**config.mk**
```make
export PLATFORM = sky130hd
export DESIGN_NAME = mmu_ring
export DESIGN_NICKNAME = d
export VERILOG_FILES = /design/src/rtl/mmu_ring.sv
export SDC_FILE = /design/constraint.sdc
export NUM_CORES = 1
export LEC_CHECK = 0
export CORE_ASPECT_RATIO = 2
export CORE_MARGIN = 2
export CORE_UTILIZATION = 28
export CTS_CLUSTER_SIZE = 28
export DETAILED_ROUTE_END_ITERATION = 10
export GPL_ROUTABILITY_DRIVEN = 1
export GPL_TIMING_DRIVEN = 0
export PLACE_DENSITY_LB_ADDON = 0.3
export SYNTH_ARGS = -nofsm -noshare
export SYNTH_HDL_FRONTEND = slang
export SYNTH_SLANG_ARGS = --single-unit
```
**constraint.sdc**
```tcl
create_clock -name clk_i -period 4.32 [get_ports clk_i]
set_input_delay 1.296 -clock clk_i [delete_from_list [all_inputs] [get_ports clk_i]]
set_output_delay 1.296 -clock clk_i [all_outputs]
set_load 0.1 [all_outputs]
```
**src/rtl/mmu_ring.sv**
```systemverilog
// rtl/mmu_ring.sv - circular capture memory, readout newest-first
module mmu_ring #(
    parameter int WIDTH = 32,
    parameter int DEPTH = 5
) (
    input  logic             clk_i,
    input  logic             rst_in,
    input  logic             clr_i,
    input  logic             wrt_i,
    input  logic [WIDTH-1:0] mem_i,
    input  logic             rd_start_i,
    input  logic             rd_req_i,
    output logic [WIDTH-1:0] mem_o,
    output logic             rd_valid_o,
    output logic             full_o,
    output logic [DEPTH:0]   count_o,
    output logic             done_o
);

    localparam int SIZE = 1 << DEPTH;
    localparam logic [DEPTH:0] FULL_COUNT = (DEPTH+1)'(SIZE);

    typedef enum logic [1:0] {
        ST_CAPTURE,
        ST_READOUT,
        ST_DONE
    } state_t;

    state_t state_q, state_d;

    logic [WIDTH-1:0] ram [0:SIZE-1];
    logic [DEPTH-1:0] wr_ptr_q;
    logic [DEPTH-1:0] rd_ptr_q;
    logic [DEPTH:0]   count_q;
    logic [DEPTH:0]   remaining_q;
    logic [DEPTH:0]   count_wr;
    logic             wr_en;
    logic             rd_en;
    logic             start_rd;

    // Writes only land while capturing and never alongside a restart.
    assign wr_en    = rst_in && !clr_i && (state_q == ST_CAPTURE) && wrt_i;
    assign count_wr = (wr_en && (count_q != FULL_COUNT)) ? count_q + 1'b1 : count_q;

    always_ff @(posedge clk_i or negedge rst_in) begin
        if (!rst_in) begin
            state_q <= ST_CAPTURE;
        end else begin
            state_q <= state_d;
        end
    end

    always_comb begin
        state_d  = state_q;
        rd_en    = 1'b0;
        start_rd = 1'b0;
        if (clr_i) begin
            state_d = ST_CAPTURE;
        end else begin
            case (state_q)
                ST_CAPTURE: begin
                    if (rd_start_i) begin
                        start_rd = 1'b1;
                        state_d  = (count_wr == '0) ? ST_DONE : ST_READOUT;
                    end
                end
                ST_READOUT: begin
                    if (rd_req_i && (remaining_q != '0)) begin
                        rd_en = 1'b1;
                        if (remaining_q == (DEPTH+1)'(1)) begin
                            state_d = ST_DONE;
                        end
                    end
                end
                ST_DONE: begin
                    state_d = ST_DONE;
                end
                default: begin
                    state_d = ST_CAPTURE;
                end
            endcase
        end
    end

    always_ff @(posedge clk_i) begin
        if (wr_en) begin
            ram[wr_ptr_q] <= mem_i;
        end
    end

    always_ff @(posedge clk_i or negedge rst_in) begin
        if (!rst_in) begin
            wr_ptr_q    <= '0;
            rd_ptr_q    <= '0;
            count_q     <= '0;
            remaining_q <= '0;
            mem_o       <= '0;
            rd_valid_o  <= 1'b0;
        end else if (clr_i) begin
            wr_ptr_q    <= '0;
            rd_ptr_q    <= '0;
            count_q     <= '0;
            remaining_q <= '0;
            rd_valid_o  <= 1'b0;
        end else begin
            rd_valid_o <= rd_en;
            count_q    <= count_wr;
            if (wr_en) begin
                wr_ptr_q <= wr_ptr_q + 1'b1;
            end
            // A same-cycle write is the newest sample, so readout starts on it.
            if (start_rd) begin
                rd_ptr_q    <= wr_en ? wr_ptr_q : wr_ptr_q - 1'b1;
                remaining_q <= count_wr;
            end
            if (rd_en) begin
                mem_o       <= ram[rd_ptr_q];
                rd_ptr_q    <= rd_ptr_q - 1'b1;
                remaining_q <= remaining_q - 1'b1;
            end
        end
    end

    assign full_o  = (count_q == FULL_COUNT);
    assign count_o = count_q;
    assign done_o  = (state_q == ST_DONE);

endmodule

```
# Word level (Yosys, flattened, before mapping)

Memories as Yosys holds them, arrays and structs flattened. A register that Yosys moved wholly into a read port is not among the register bits.
Cells that the tools add are included.

$add $sub $neg: 5
Equality and inequality tests: 8
Muxes and demuxes: 26
Bitwise operators: 1
Reduce and logical (&&, ||, !) cells: 14

Operators by type and width:

| cell                | number |
|---|---|
| $mux 5              | 6 |
| $mux 6              | 5 |
| $mux 2              | 5 |
| $sub 5x1->5 const B | 2 |
| $mux 1              | 9 |
| $ne 3x3->1 const B  | 3 |
| $add 6x1->6 const B | 1 |
| $eq 6x1->1 const B  | 1 |
| $eq 6x6->1 const B  | 1 |
| $logic_not 6->1     | 1 |
| $ne 6x6->1 const B  | 1 |
| $pmux 2 s3          | 1 |
| $reduce_bool 6->1   | 1 |
| $sub 6x1->6 const B | 1 |
| $add 5x1->5 const B | 1 |
| $logic_and 1x1->1   | 5 |
| $reduce_and 3->1    | 1 |
| $reduce_bool 3->1   | 1 |
| $eq 2x1->1 const B  | 1 |
| $eq 2x2->1 const B  | 1 |
| $logic_not 1->1     | 2 |
| $logic_not 2->1     | 1 |
| $reduce_and 2->1    | 1 |
| $reduce_bool 2->1   | 1 |
| $not 1->1           | 1 |

Flip-flop bits (word level): 25
RAM bits: 1,024
Input port bits: 38
Output and inout port bits: 41
Word-level logic and storage cells: 61
Memories kept: 1

Memory list:

| name | words | bits a word | rd ports | clocked after Yosys merged registers in | write ports | RTL line | RTL |
|---|---|---|---|---|---|---|---|
| ram  | 32    | 32          | 1        | 1                                       | 1           | 31       | `logic [WIDTH-1:0] ram [0:SIZE-1];` |

# Longest topological paths before layout

Depth in word-level cells: 11
Mapped depth: 10
Depth with buffers taken out: 7

# Worst setup path after synthesis

No wires, ideal clock.

Path kind: input-to-reg
From: input clr_i
To: memory ram[31][0], enable pin
Library setup time: 0.421 ns
Arrival time: 3.664 ns
Data required time: 3.899 ns
Path slack: 0.235 ns
Cell stages on the path: 5
Buffers on the path: 2
Cell sequence: and4b_1 > clkbuf_1 > clkbuf_1 > nand2_1 > nor2_1

Word-level cells in the longest chain between the ends: 6

RTL lines:

| item                           | RTL line | RTL |
|---|---|---|
| start: declaration             | 8        | `input logic clr_i,` |
| $logic_not 1->1                | 42       | `assign wr_en = rst_in && !clr_i && (state_q == ST_CAPTURE) && wrt_i;` |
| $logic_and 1x1->1 (3 in a row) | 42       |  |
| $mux 1                         | 86       | `if (wr_en) begin` |
| $mux 1 (not written as such)   | 87       | `ram[wr_ptr_q] <= mem_i;` |
| end: declaration               | 31       |  |

Every way passes these cells.

# Worst setup path after layout

From: register count_q[0], in the netlist count_o[0]
To: output full_o

Word-level cells in the longest chain between the ends: 1

RTL lines:

| item                     | RTL line | RTL |
|---|---|---|
| start: declaration       | 34       | `logic [DEPTH:0] count_q;` |
| start signal: assignment | 107      | `count_q <= count_wr;` |
| $eq 6x6->1               | 124      | `assign full_o = (count_q == FULL_COUNT);` |
| end: declaration         | 15       | `output logic full_o,` |

Every way passes these cells.

==> out/qor.yml <==
synthesis:
  syn_nets: 2133
  syn-instance-count: 2080
  ys.flop_type: "edfxtp_1"
  yosys.area.top_type_share_pct: 73.8
  muxShareOfSynthArea_pct: 13.3
  yosysMostFrequentCell: "edfxtp_1"
  yosysUniqueCellTypes: 63
  synthesis.area_um2: 41700
  synth_area_leader_cell: "edfxtp_1"
  synth_edf_count: 1024
  ys_ff_latch: 1081
  synth_adder_area_share_pct: 0.451
  synth_area_leaders: "edfxtp_1, mux4_2, mux2i_1"
  yosysSeqAreaShare_pct: 77.2
  synthXorXnorAreaFrac_pct: 0.315
  ys_async_sr_fraction_pct: 5.27
  yosys-top-cells-count: "edfxtp_1, mux2i_1, mux4_2"
  synth_top_family_by_area: "multiplexers"
  synth_warnings: 0
  avgSynthCellArea_um2: 20.0
  synth-simple-area-share_pct: 2.47
  synth_compound_area_share_pct: 4.70
timing:
  skew_ns: 0.0325
  fmax_ghz: 0.241
  hold_violations: 0
  min_period_ns: 4.15
  rsz0062_at_grt: "false"
  setup_viol: 0
  tightestPinTransition_ns: 1.28
  setup_ws_ns: 0.168
  fin_crit_sh_pct: 96.1
  timing.hold.ws_ns: 0.495
  slew_headroom_pct: 13.7
  final_max_slew_viol_count: 0
  setup_tns_ns: 0
floorplanning:
  row_count: 200
  start_util_pct: 28.1
  io-pin-count: 79
  die-area_um2: 152000
  core_area_um2: 148000
  die_width_um: 277
  dieHeight_um: 549
placement:
  io_buffers: 78
  dp_hpwl_um: 83300
  dp_slack_ns: -0.909
  dp.cells: 4110
  gp_congestion: 0.793
global_route:
  first_global_vias: 23019
  grt_max_degree: 40
  grt_use_total_pct: 16.2
  grt_remaining_overflow: 0
  antenna_found_initial: 1
  grt_pass1_wl_um: 173000
cts:
  root_buffer: "clkbuf_16"
  clockBufferDepth: 3
  clk_pin_slew_worst_paths_ns: 0.07
  cts_tree: "yes"
  cts_buffers: 91
  cts_sinks: 1081
  hold_buffers: 0
  htree_levels: 3
  clk_latency_ns: 0.69
min_path:
  hold_class: "register to register"
power:
  power_frac_seq_pct: 46.8
  p_sw_mw: 7.01
  p_int_mw: 18.0
  p_leak_nw: 15.6
  p_clk_share_pct: 35.3
  combPwrFrac_pct: 17.9
  irDropWorstVdd_v: 0.000277
  power_density_nw_per_um2: 503
  swShare_pct: 28.0
critical_path:
  worstPathArrival_ns: 2.86
  endpoint_kind: "output pin"
  cp_max_fo: 8
  critical_path_class: "register to output pin"
  start_kind: "register"
  crit_required_ns: 3.02
layout:
  drive_gt1_share_pct: 20.0
  final_net_count: 2395
  area_delta_synth_final_pct: 19.4
  utilization_pct: 33.6
  layout.cells.non_filler: 4339
detailed_routing:
  drc_errors: 0
  avgRoutedWirePerCell_um: 28.9
  wl_um: 125000
  num_vias: 21771
  avgViaCountPerCell: 5.02
  drtIter0Drc: 1820
  drtPass1Iterations: 5
  ant_nets: 0
run:
  drv_cap: 0
run_status:
  status: "finished clean"
## cell families (layout without fill, tap and decap cells)
kind of cell | after synthesis | after routing
fa+ha+maj | 15 | 15
flops | 1081 | 1081
compound gates | 256 | 256
simple gates | 206 | 206
mux | 378 | 378
other cells | 0 | 1
xor+xnor | 15 | 15
buf+inv | 129 | 468
## critical path: stages, from the launching register on
cell and delay (ns):
dfrtp_1 0.47, inv_1 0.11, ha_1 0.15, or3b_1 0.43, nor2_1 0.13, dlygate4sd2_1 0.87
## sequential cells by signal, indices dropped and copies added (netlist names)
register     flops
remaining_q      6
ram           1024
count_o          6
mem_o           32
rd_ptr_q         5
state_q          2
rd_valid_o       1
wr_ptr_q         5
## layer usage
layer	global-route usage, %	vias to the layer above	wire length, um	share of wire, %
met5	0	-	0	0
met4	9.05	0	7560	6.0
met3	2.23	253	5750	4.6
met2	31.4	763	69400	55
met1	16.5	11649	42700	34
li1	-	9106	-	-
## power groups by stage
| stage | sequential, mW | clock [mW] | combinational (mW) |
|---|---|---|---|
| floorplan | 12.6 | 0 | 2.15 |
| finish | 11.7 | 8.82 | 4.48 |
| CTS | 11.7 | 9.00 | 4.55 |
| global route | 11.7 | 9.34 | 4.69 |
| global placement | 11.9 | 0 | 4.48 |
| detailed placement | 11.9 | 0 | 4.54 |
## placed cells by master (no fill, tap or decap), types with 6 or more instances in the layout
cell type           n
clkinv_2           15
mux2i_1           237
nand3_1            10
buf_12             58
a22oi_1           110
dfrtp_1            57
clkdlybuf4s50_1    76
o22ai_1            18
buf_2              52
clkbuf_16          92
nand2b_1            7
a21oi_1             7
a211o_1             6
bufinv_16          16
xnor2_1             6
nand2_1            53
ha_1               15
o21ai_0             9
buf_4              45
nand4_1            30
clkinv_1           13
edfxtp_1         1024
nor4_1              7
clkbuf_1           60
inv_1              16
o221ai_1           26
nand3b_1            7
mux4_2            140
o22a_1             26
o31ai_1            28
xor2_1              9
nor2_1             36
nor2_4             33
## what timing repair did
item	CTS	global route
hold endpoints to repair	0	0
gates resized for setup	1	0
setup buffers	45	13
endpoints found under the setup margin	395	130
pin swaps	26	7
## through the flow
stage	total power, mW	area, um^2
after CTS	25.3	49600
after global placement	16.4	44800
after global routing	25.8	49700
after floorplan	14.7	41700
after detailed placement	16.5	45800
final	25.0	49700
## final timing paths
kind | start | endpoint | slack (ns) | cells past startpoint
worst max-delay path | count_o[0] | full_o | 0.17 | 5
worst min-delay path | mem_o[23] | mem_o[23] | 0.50 | 2
worst max register to register | rd_ptr_q[0] | mem_o[22] | 0.55 | 8
worst min register to register | mem_o[23] | mem_o[23] | 0.50 | 2
max in group asynchronous | rst_in | mem_o[2] | 3.14 | 2
min in group asynchronous | rst_in | mem_o[23] | 0.55 | 1
## layout make-up
cell class              count  area, um^2
clock inverters            56         762
clock buffers             114        2400
inverters                  16        60.1
diodes                      1        2.50
fillers                 13910       98400
plain buffers             113         572
well taps                1919        2400
multi-input cells         870        9090
repair buffers            169        2270
flip-flops and latches   1081       32200
(Power assumes the default switching activity.)
